==> config.mk <==
export PLATFORM = sky130hd
export DESIGN_NAME = multimode_counter
export DESIGN_NICKNAME = d
export VERILOG_FILES = /design/src/rtl/multimode_counter.sv
export SDC_FILE = /design/constraint.sdc
export NUM_CORES = 1
export LEC_CHECK = 0
export BUFFER_PORTS_ARGS = -buffer_cell sky130_fd_sc_hd__buf_2
export CAP_MARGIN = 20
export CORE_ASPECT_RATIO = 1.4
export CORE_MARGIN = 10
export CORE_UTILIZATION = 35
export CTS_BUF_LIST = sky130_fd_sc_hd__clkbuf_16
export CTS_CLUSTER_DIAMETER = 30
export CTS_CLUSTER_SIZE = 30
export DETAILED_ROUTE_END_ITERATION = 8
export PLACE_DENSITY_LB_ADDON = 0.12
export SYNTH_ARGS = -nofsm -noshare
export SYNTH_HDL_FRONTEND = slang
export SYNTH_SLANG_ARGS = --single-unit
==> constraint.sdc <==
create_clock -name clk -period 6.9 [get_ports clk]
set_input_delay 1.38 -clock clk [delete_from_list [all_inputs] [get_ports clk]]
set_output_delay 1.38 -clock clk [all_outputs]
set_load 0.01 [all_outputs]
==> src/rtl/multimode_counter.sv <==
// Multi-sequence WIDTH-bit counter: binary, Johnson, Gray or one-hot ring,
// up or down, with enable, checked synchronous load and wrap/saturate control.
module multimode_counter #(
    parameter int unsigned WIDTH = 4
) (
    input  logic             clk,
    input  logic             rst,
    input  logic             en,
    input  logic [1:0]       mode,
    input  logic             dir,
    input  logic             sat,
    input  logic             load,
    input  logic [WIDTH-1:0] load_val,
    output logic [WIDTH-1:0] count,
    output logic             tc,
    output logic             wrap,
    output logic             err
);

    localparam logic [1:0] MODE_BIN  = 2'b00;
    localparam logic [1:0] MODE_JOHN = 2'b01;
    localparam logic [1:0] MODE_GRAY = 2'b10;
    localparam logic [1:0] MODE_RING = 2'b11;

    localparam logic [WIDTH-1:0] MSB_ONLY = {1'b1, {(WIDTH-1){1'b0}}};

    function automatic logic [WIDTH-1:0] origin(input logic [1:0] m);
        return (m == MODE_RING) ? WIDTH'(1) : '0;
    endfunction

    // Down terminal is the origin; up terminal is the origin's up-predecessor.
    function automatic logic [WIDTH-1:0] terminal(input logic [1:0] m, input logic d);
        logic [WIDTH-1:0] t;
        if (!d)
            t = origin(m);
        else if (m == MODE_BIN)
            t = '1;
        else
            t = MSB_ONLY;
        return t;
    endfunction

    function automatic logic is_legal(input logic [1:0] m, input logic [WIDTH-1:0] v);
        logic ok;
        case (m)
            MODE_JOHN: ok = ($countones(v[WIDTH-2:0] ^ v[WIDTH-1:1]) <= 1);
            MODE_RING: ok = ($countones(v) == 1);
            default:   ok = 1'b1;
        endcase
        return ok;
    endfunction

    function automatic logic [WIDTH-1:0] gray_step(input logic [WIDTH-1:0] g, input logic d);
        logic [WIDTH-1:0] b;
        b = g;
        for (int unsigned k = 1; k < WIDTH; k++)
            b = b ^ (g >> k);
        b = d ? b + WIDTH'(1) : b - WIDTH'(1);
        return b ^ (b >> 1);
    endfunction

    function automatic logic [WIDTH-1:0] next_state(input logic [1:0] m, input logic d,
                                                    input logic [WIDTH-1:0] v);
        logic [WIDTH-1:0] n;
        case (m)
            MODE_BIN:  n = d ? v + WIDTH'(1) : v - WIDTH'(1);
            MODE_JOHN: n = d ? {v[WIDTH-2:0], ~v[WIDTH-1]} : {~v[0], v[WIDTH-1:1]};
            MODE_GRAY: n = gray_step(v, d);
            default:   n = d ? {v[WIDTH-2:0], v[WIDTH-1]} : {v[0], v[WIDTH-1:1]};
        endcase
        return n;
    endfunction

    logic [1:0]       prev_mode;
    logic [WIDTH-1:0] count_d;
    logic             wrap_d;
    logic             err_d;

    assign tc = (count == terminal(mode, dir));

    // Next-state selection in priority order: load, mode change, step.
    always_comb begin
        count_d = count;
        wrap_d  = 1'b0;
        err_d   = 1'b0;
        if (load) begin
            if (is_legal(mode, load_val)) begin
                count_d = load_val;
            end else begin
                count_d = origin(mode);
                err_d   = 1'b1;
            end
        end else if (mode != prev_mode) begin
            count_d = origin(mode);
        end else if (en) begin
            if (tc) begin
                if (!sat) begin
                    count_d = next_state(mode, dir, count);
                    wrap_d  = 1'b1;
                end
            end else if (!is_legal(mode, count)) begin
                count_d = origin(mode);
            end else begin
                count_d = next_state(mode, dir, count);
            end
        end
    end

    always_ff @(posedge clk) begin
        prev_mode <= mode;
        if (!rst) begin
            count <= origin(mode);
            wrap  <= 1'b0;
            err   <= 1'b0;
        end else begin
            count <= count_d;
            wrap  <= wrap_d;
            err   <= err_d;
        end
    end

endmodule

==> results by group, run 1 <==
Floorplanning
  • Initial Util: 37.1%
  • DIE AREA: about 6100 um2
  • Cell Rows: 24
  • Total core area: 3180 um2
  • Die X: 69.1 um
  • Top-Level Pins: 19
  • Die height: ~90 um

Setup path
  • Critical Path Start Type: input pin
  • Crit path max fanout: 24
  • CP Data Arrival Time: 2.81 ns
  • Setup CP Type: in2out
  • Worst setup path startpoint: mode[1]
  • Required time of the critical path: 5.52 ns
  • Reg-to-Reg Start: count[2]
  • CP endpoint kind: primary output

Global route
  • Gr usage total: 9.91%
  • Pin count of the biggest net entering global routing: 25
  • GR Overflow Total: 0
  • Vias in the first global route: around 1100
  • Initial antenna violation count: 0
  • First-pass GRT wire length: about 5000 um

Timing
  • Tcrit/Tclk final: 60.8%
  • Least-Margin Pin Slew: 0.612 ns
  • Fin. max-slew vios: 0
  • Post-route minimum period: 4.19 ns
  • Clock skew: 0.00463 ns
  • Final setup viols: 0
  • Final-report hold violation count: 0
  • Setup TNS: 0 ns
  • RSZ-0062 raised after global routing: no
  • Slew headroom: around three fifths
  • Max Clk Rate: 238 MHz

Synth
  • Post-synth cell types: 46
  • Ys flop type: edfxtp_1
  • Most common library cells after synthesis: inv_1 (16), ha_1 (12), nand2_1 (10)
  • Synth Net Count: 165
  • Post-synth ARST share: 0%
  • Yosys top cell area share: roughly 13%
  • Synth warn: 0
  • Syn Area/Cell: 8.63 um2
  • Number of synthesized flops with an enable pin: 4
  • Biggest area consumer among synthesized cells: ha_1
  • Ranking of synthesized cells by area: ha_1 (13%), edfxtp_1 (10%), dfxtp_1 (6.8%)
  • Most frequent cell after synthesis: inv_1
  • Post-Syn Area: 1180 um2
  • Post-Syn Instances: 137
  • Seq/Total Area, Yosys: 16.9%
  • Synth Register Bits: 8

Clock network
  • Resized cells post-CTS: 0
  • Post-CTS Setup Bufs: 0
  • CTS tree: built
  • Clk buf depth: 2
  • TritonCTS Buffers: 3
  • Clock slew at the register clock pins of the worst setup and hold paths: approximately 0.040 ns
  • H-tree Lvls: 1
  • Sink Count: 8
  • Clk root buf: clkbuf_16
  • Worst skew pair latency: 0.24 ns
  • Hold_buf cts: 0

Worst hold path
  • Hold Path Class: reg2reg
  • Hold path start: prev_mode[0]

Routing
  • Total Wirelength: 3080 um
  • Vias per cell: 5.46
  • Routed vias: 1042
  • DRT iter0 DRCs: 35
  • Wirelength per Cell: 16.1 um
  • Drc violations: 0
  • Initial DRT Pass Iterations: 4
  • Post-DRT Antenna Nets: 0

Placement
  • HPWL Detailed: 2480 um
  • IO Port Bufs: 18
  • Inst Count DP: 187
  • GPL Wtd Cong: 0.852
  • Dpl cell area: between 1000 and 1500 um2

Job
  • Max-Cap Viols: 0

Layout
  • Share of layout cells above drive strength 1: 16.4%
  • Utilization of the core after routing: 42.6%
  • Fin area: 1360 um2
  • Diode count: 0
  • Nets@finish: 181
  • Non-filler cells, final: 191
  • Area grow syn2layout: 14.7%

Pwr
  • Worst vdd ir: 156 uV
  • PwrDens: 228 nW/um2
  • Pleak: 0.661 nW

Run status
  • Status: completed
cell usage in the layout, fill, tap and decap left out, types with 2 or more instances in the layout:
master / netlist / final
buf_2: 5 / 18
inv_1: 16 / 17
ha_1: 12 / 12
nand2_1: 10 / 10
xnor2_1: 9 / 9
a21oi_1: 7 / 7
nor2_1: 6 / 6
xor2_1: 5 / 5
o21ai_0: 5 / 5
fa_1: 4 / 4
edfxtp_1: 4 / 4
dfxtp_1: 4 / 4
a211oi_1: 3 / 3
o31ai_1: 3 / 3
a21o_1: 3 / 3
clkbuf_16: 0 / 3
nor4_1: 2 / 2
and2_1: 2 / 2
o211ai_1: 2 / 2
and4_1: 2 / 2
mux2i_1: 2 / 2
nand3b_1: 2 / 2
o21a_1: 2 / 2
a221o_1: 2 / 2
nand3_1: 2 / 2
and3_1: 2 / 2
final timing paths:
check | to | slack, ns | cells past startpoint
setup / recovery | tc | 2.71 | 6
hold / removal | count[0] | 0.92 | 4
setup reg to reg | count[2] | 3.98 | 8
hold reg to reg | count[0] | 0.92 | 4
worst max-delay path, stage by stage:
cell and delay [ns]:
buf_2 0.34, and3b_1 0.23, a211oi_1 0.05, o31ai_1 0.53
inv_1 0.11, buf_2 0.17
cells by family (layout without fill, tap and decap cells):
kind of cell	count (synthesis)	count (layout)	share of synthesized area (%)
xor gates and xnor gates	16	16	14.3
adders and majority gates	16	16	19.5
and+or+nand+nor	36	36	16.8
AOI/OAI and AO/OA	35	35	21.1
DFF	8	8	16.9
muxes	3	3	2.65
buffers and inverters	23	38	8.78
metrics by stage:
step,hold WS (ns),setup WS [ns],power (mW)
floorplan,0.801,3.15,0.175
global placement,0.888,2.77,0.208
detailed placement,0.902,2.72,0.208
CTS,0.919,2.70,0.312
global route,0.962,2.56,0.332
finish,0.923,2.71,0.309
power by group:
| part | switching, mW | leakage, nW | internal [mW] |
|---|---|---|---|
| logic | 0.0751 | 0.539 | 0.0682 |
| registers | 0.00884 | 0.0798 | 0.0546 |
| clock network | 0.0262 | 0.0423 | 0.0758 |
| total | 0.110 | 0.661 | 0.199 |
flip-flops by register name, indices dropped and copies added, names as in the netlist:
signal     flops
err            1
prev_mode      2
wrap           1
count          4
area by class of cell:
cell class	count	area, um2
tap	39	48.8
clock buffer	3	75.1
sequential	8	200
timing repair buffer	18	90.1
fill	356	1830
clock inverter	1	3.75
inverter	16	60.1
multi-input combinational	106	878
layer usage:
layer  vias up  GRT usage [%]  part of all wire [%]
met5         -              0                     0
met4         0           4.95                   1.8
met3         6           1.57                   2.9
met2        24           19.3                    55
met1       488           10.0                    40
li1        524              -                     -
Note: power is estimated with default switching activity, not from simulation.
==> run 2: changes to the inputs <==
clock period = 3.6 ns   (was 6.9 ns; I/O delays follow)
==> run 2 against run 1 <==
Effect of this change: sequential share of layout area fell by 0.24 points; first-iteration DRC count fell by 23%; utilization rose by 0.71 points; routed wire length rose by 2.5%; combinational power rose by 100%; sequential power rose by 83%; clock-buffer cell count did not move; largest cell class unchanged; flip-flop and latch count did not move; critical endpoint is now count[2]; non-clock buffer count rose by 3.
==> results by group, run 2 (synthesis results as in run 1) <==
Layout
  • Max reg flops: 4 (unchanged)
  • Share of layout cells above drive strength 1: 18.1% (+1.6 points)
  • Commonest cells after routing, fill and taps aside: buf_2 (18), inv_1 (17), ha_1 (12), nand2_1 (10), xnor2_1 (9)
  • Nets@finish: 184 (+1.7%)
  • Area grow syn2layout: 16.6%
  • Largest registers: count: 4 flops, prev_mode: 2 flops
  • Largest Register: count
  • Fin area: 1380 um2 (+1.7%)
  • Most common cell after layout, fill and taps aside: buf_2
  • Diode count: 0 (unchanged)

Setup path
  • Setup CP Type: reg2reg
  • Critical Path Start Type: flip-flop
  • CP top delay family: XOR/XNOR gates
  • CP peak stage delay: 0.53 ns (about the same)
  • CP Data Arrival Time: 2.88 ns (+0.07 ns)
  • Required time of the critical path: 3.58 ns (-1.94 ns)
  • CP endpoint kind: flip-flop
  • Slowest-stage cell, CP: edfxtp_1
  • Crit-path cells: ha_1 -> xnor3_2 -> fa_1 -> xnor2_1 -> xnor3_1 -> a221oi_1 -> o31ai_1
  • Crit path max fanout: 9 (-63%)
  • Buf+Inv Stages, Crit Path: 0 (-3)

Placement
  • HPWL Detailed: 2540 um (+2.5%)
  • GPL Wtd Cong: 0.832 (-2.3%)
  • Dpl cell area: 1300 um2 (+1.8%)
  • IO Port Bufs: 18 (unchanged)

Routing
  • Vias per cell: 5.41 (-0.79%)
  • Routed vias: 1050 (+0.77%)
  • Wirelength per Cell: 16.3 um (+0.95%)
  • Initial DRT Pass Iterations: 4 (unchanged)
  • DRT iter0 DRCs: 27 (-23%)
  • Drc violations: 0 (unchanged)
  • Total Wirelength: 3160 um (+2.5%)
  • Post-DRT Antenna Nets: 0 (unchanged)

Clock network
  • Hold_buf cts: 0 (unchanged)
  • Post-CTS Setup Bufs: 0 (unchanged)
  • Clock slew at the register clock pins of the worst setup and hold paths: 0.04 ns (about the same)
  • Worst skew pair latency: 0.24 ns (about the same)
  • H-tree Lvls: 1 (unchanged)
  • Clk buf depth: 2 (unchanged)
  • Resized cells post-CTS: 0 (unchanged)
  • Clk root buf: clkbuf_16
  • CTS tree: built
  • TritonCTS Buffers: 3 (unchanged)
  • Sink Count: 8 (unchanged)

Floorplanning
  • Total core area: 3180 um2 (unchanged)
  • Top-Level Pins: 19 (unchanged)
  • DIE AREA: 6140 um2 (unchanged)
  • Die height: 88.8 um (unchanged)
  • Initial Util: 37.1% (unchanged)
  • Cell Rows: 24 (unchanged)
  • Die X: 69.1 um (unchanged)

Timing
  • Final setup viols: 0 (unchanged)
  • Clock skew: 0.00272 ns (-0.00191 ns)
  • RSZ-0062 raised after global routing: no
  • Fin. max-slew vios: 0 (unchanged)
  • Least-Margin Pin Slew: 0.459 ns (-0.153 ns)
  • Final-report hold violation count: 0 (unchanged)
  • Post-route minimum period: 2.90 ns
  • Tcrit/Tclk final: about four fifths
  • Slew headroom: 69.2% (+10 points)
  • Setup TNS: 0 ns (unchanged)
  • Max Clk Rate: 345 MHz

Global route
  • GR Overflow Total: 0 (unchanged)
  • Vias in the first global route: 1098 (-0.54%)
  • Gr usage total: 10.6% (+0.67 points)
  • Initial antenna violation count: 0 (unchanged)
  • Pin count of the biggest net entering global routing: 25 (unchanged)
  • First-pass GRT wire length: 5310 um (+5.8%)

Worst hold path
  • Hold Path Class: in2reg

Pwr
  • Pleak: 0.676 nW (+2.3%)
  • PwrDens: 431 nW/um2 (+89%)
  • Worst vdd ir: 271 uV (+74%)
  • Total power: 0.594 mW (+92%)

Run status
  • Status: completed

Job
  • Max-Cap Viols: 0 (unchanged)
run 2: area by class of cell:
type | count | area (um2)
Fill cell | 346 | 1800
Multi-Input combinational cell | 106 | 878
Sequential cell | 8 | 200
Timing Repair Buffer | 21 | 113
Clock buffer | 3 | 75.1
Inverter | 16 | 60.1
Tap cell | 39 | 48.8
Clock inverter | 1 | 3.75
run 2: where the power goes:
group          switching (mW)  total, mW  internal (mW)
sequential             0.0114      0.116          0.105
combinational           0.150      0.287          0.137
clock                  0.0462      0.191          0.145
total                   0.208      0.594          0.386
run 2: worst reg2reg max path, cell delays in order (launching register included):
cell and delay, ns:
edfxtp_1 0.53, ha_1 0.38, xnor3_2 0.30, fa_1 0.40
xnor2_1 0.28, xnor3_1 0.38, a221oi_1 0.26, o31ai_1 0.10
run 2: path summary, 6_finish.rpt:
kind              depth (start not counted)  slack, ns    startpoint       end
hold / removal                            2       0.76            en      wrap
setup / recovery                          7       0.70      count[1]  count[2]
setup reg to reg                          7       0.70      count[1]  count[2]
hold reg to reg                           4       0.87  prev_mode[1]  count[0]
run 2: routing by layer:
layer | up-vias | global-route usage, % | wire, um
met5 | - | 0 | 0
met4 | 0 | 5.50 | 92
met3 | 9 | 2.13 | 54
met2 | 18 | 19.9 | 1760
met1 | 494 | 10.8 | 1250
li1 | 529 | - | -
run 2: metrics by stage:
stage / utilization (%) / setup WS (ns) / hold WS, ns / instances
2_1_floorplan: - / 0.879 / 0.748 / 137
3_3_place_gp: 40.8 / 0.712 / 0.849 / 190
6_report: 43.3 / 0.703 / 0.761 / 194
5_1_grt: 43.3 / 0.576 / 0.768 / 194
3_5_place_dp: 40.8 / 0.661 / 0.847 / 190
4_1_cts: 43.3 / 0.693 / 0.759 / 194
==> run 3: changes to the inputs <==
clock period = 3 ns   (was 3.6 ns; I/O delays follow)
==> run 3 against run 2 <==
Effect of this change: critical path depth unchanged; die area is the same; register-to-register slack worse by 0.45 ns; worst setup slack worse by 0.45 ns; cell count is 2.6% higher; cell area grew 2.7%; sequential share of layout area fell by 0.38 points; routed wire length is 0.70% lower; critical endpoint unchanged; global-route usage fell by 0.29 points.
==> results by group, run 3 (synthesis results as in run 1) <==
Setup path
  • CP peak stage delay: 0.40 ns (-0.13 ns)
  • Required time of the critical path: 2.97 ns (-0.61 ns)
  • Worst setup path startpoint: count[1]
  • Crit path max fanout: 4 (-5)
  • CP top delay family: XOR/XNOR gates
  • CP endpoint kind: flip-flop
  • Crit-path cells: ha_1 -> xnor3_2 -> fa_1 -> xnor2_1 -> xnor3_1 -> a221oi_1 -> o31ai_1
  • Setup CP Type: reg2reg
  • Slowest-stage cell, CP: fa_1
  • R2R Setup Slk: 0.26 ns (-0.45 ns)
  • CP Data Arrival Time: 2.72 ns (-0.16 ns)
  • Buf+Inv Stages, Crit Path: 0 (unchanged)
  • Critical Path Start Type: flip-flop
  • Reg-to-Reg Start: count[1]

Layout
  • FF+latch area: 200 um2 (unchanged)
  • Non-filler cells, final: 199 (+2.6%)
  • Largest Register: count
  • Diode count: 0 (unchanged)
  • Fillers: 336 (-2.9%)
  • Multi-input logic area: 878 um2 (unchanged)
  • Max reg flops: 4 (unchanged)
  • Commonest cells after routing, fill and taps aside: buf_2 (18), inv_1 (17), ha_1 (12), nand2_1 (10), xnor2_1 (9)
  • Nets@finish: 189 (+2.7%)
  • Largest registers: count: 4 flops, prev_mode: 2 flops
  • Utilization of the core after routing: 44.5% (+1.2 points)
  • Fin area: 1420 um2 (+2.7%)
  • Area grow syn2layout: 19.8%
  • Most common cell after layout, fill and taps aside: buf_2
  • Share of layout cells above drive strength 1: 20.6% (+2.6 points)

Routing
  • Total Wirelength: 3130 um (-0.70%)
  • Routed vias: 1097 (+4.5%)
  • DRT iter0 DRCs: 31 (+15%)
  • Drc violations: 0 (unchanged)
  • Vias per cell: 5.51 (+1.9%)
  • Initial DRT Pass Iterations: 4 (unchanged)
  • Wirelength per Cell: 15.7 um (-3.2%)
  • Post-DRT Antenna Nets: 0 (unchanged)

Floorplanning
  • DIE AREA: 6140 um2 (unchanged)
  • Cell Rows: 24 (unchanged)
  • Initial Util: 37.1% (unchanged)
  • Top-Level Pins: 19 (unchanged)
  • Die height: 88.8 um (unchanged)
  • Total core area: 3180 um2 (unchanged)
  • Die X: 69.1 um (unchanged)

Clock network
  • Worst skew pair latency: 0.23 ns (about the same)
  • Clk root buf: clkbuf_16
  • Hold_buf cts: 0 (unchanged)
  • Resized cells post-CTS: 0 (unchanged)
  • Sink Count: 8 (unchanged)
  • CTS tree: built
  • H-tree Lvls: 1 (unchanged)
  • Clk buf depth: 2 (unchanged)
  • TritonCTS Buffers: 3 (unchanged)
  • Clock slew at the register clock pins of the worst setup and hold paths: 0.04 ns (about the same)
  • Post-CTS Setup Bufs: 0 (unchanged)

Job
  • Max-Cap Viols: 0 (unchanged)

Timing
  • Slew headroom: 71.8% (+2.6 points)
  • Fin. max-slew vios: 0 (unchanged)
  • Final-report hold violation count: 0 (unchanged)
  • Tcrit/Tclk final: 91.5% (+11 points)
  • Clock skew: 0.00638 ns (+0.00365 ns)
  • Least-Margin Pin Slew: 0.424 ns (-0.0353 ns)
  • Post-route minimum period: 2.74 ns (-0.153 ns)
  • Max Clk Rate: 364 MHz (+5.6%)
  • Fin Hold WS: 0.653 ns (-0.108 ns)
  • Final setup viols: 0 (unchanged)
  • RSZ-0062 raised after global routing: no
  • Setup TNS: 0 ns (unchanged)
  • PnR worst setup slack: 0.256 ns (-0.447 ns)

Placement
  • Inst Count DP: 195 (+2.6%)
  • Placement Setup Slack: 0.218 ns (-0.443 ns)
  • HPWL Detailed: 2530 um (-0.39%)
  • GPL Wtd Cong: 0.838 (+0.76%)
  • IO Port Bufs: 18 (unchanged)
  • Dpl cell area: 1340 um2 (+2.9%)

Global route
  • Initial antenna violation count: 0 (unchanged)
  • Vias in the first global route: 1147 (+4.5%)
  • First-pass GRT wire length: 5310 um (+0.13%)
  • Gr usage total: 10.3% (-0.29 points)
  • GR Overflow Total: 0 (unchanged)
  • Pin count of the biggest net entering global routing: 25 (unchanged)

Pwr
  • Total power: 0.736 mW (+24%)
  • Pleak: 0.701 nW (+3.7%)
  • PwrDens: 519 nW/um2 (+21%)
  • Worst vdd ir: 324 uV (+20%)

Run status
  • Status: completed

Worst hold path
  • Hold Path Class: in2reg
  • Hold path start: en
## run 3: changes by cell type in the layout (fill, tap and decap cells not counted)
cell,change
buf_4,+5
## run 3: worst paths after layout
| kind | to | cells past startpoint |
|---|---|---|
| setup / recovery | count[2] | 7 |
| hold / removal | wrap | 2 |
| setup reg to reg | count[2] | 7 |
| hold reg to reg | count[0] | 4 |
## run 3: layout make-up
| cell class | count | area share, % |
|---|---|---|
| sequential | 8 | 14.1 |
| inverter | 16 | 4.24 |
| clock buffer | 3 | 5.30 |
| tap | 39 | 3.45 |
| multi-input combinational | 106 | 62.0 |
| clock inverter | 1 | 0.265 |
| timing repair buffer | 26 | 10.6 |
## run 3: layer usage
metal / GRT usage [%] / share of wire, %
met2: 21.0 / 57
met4: 3.85 / 1.3
met5: 0 / 0
met3: 1.91 / 2.9
met1: 9.91 / 39
## run 3: power breakdown
group          switching [mW]  internal (mW)
clock                  0.0572          0.174
combinational           0.189          0.182
sequential            0.00754          0.125
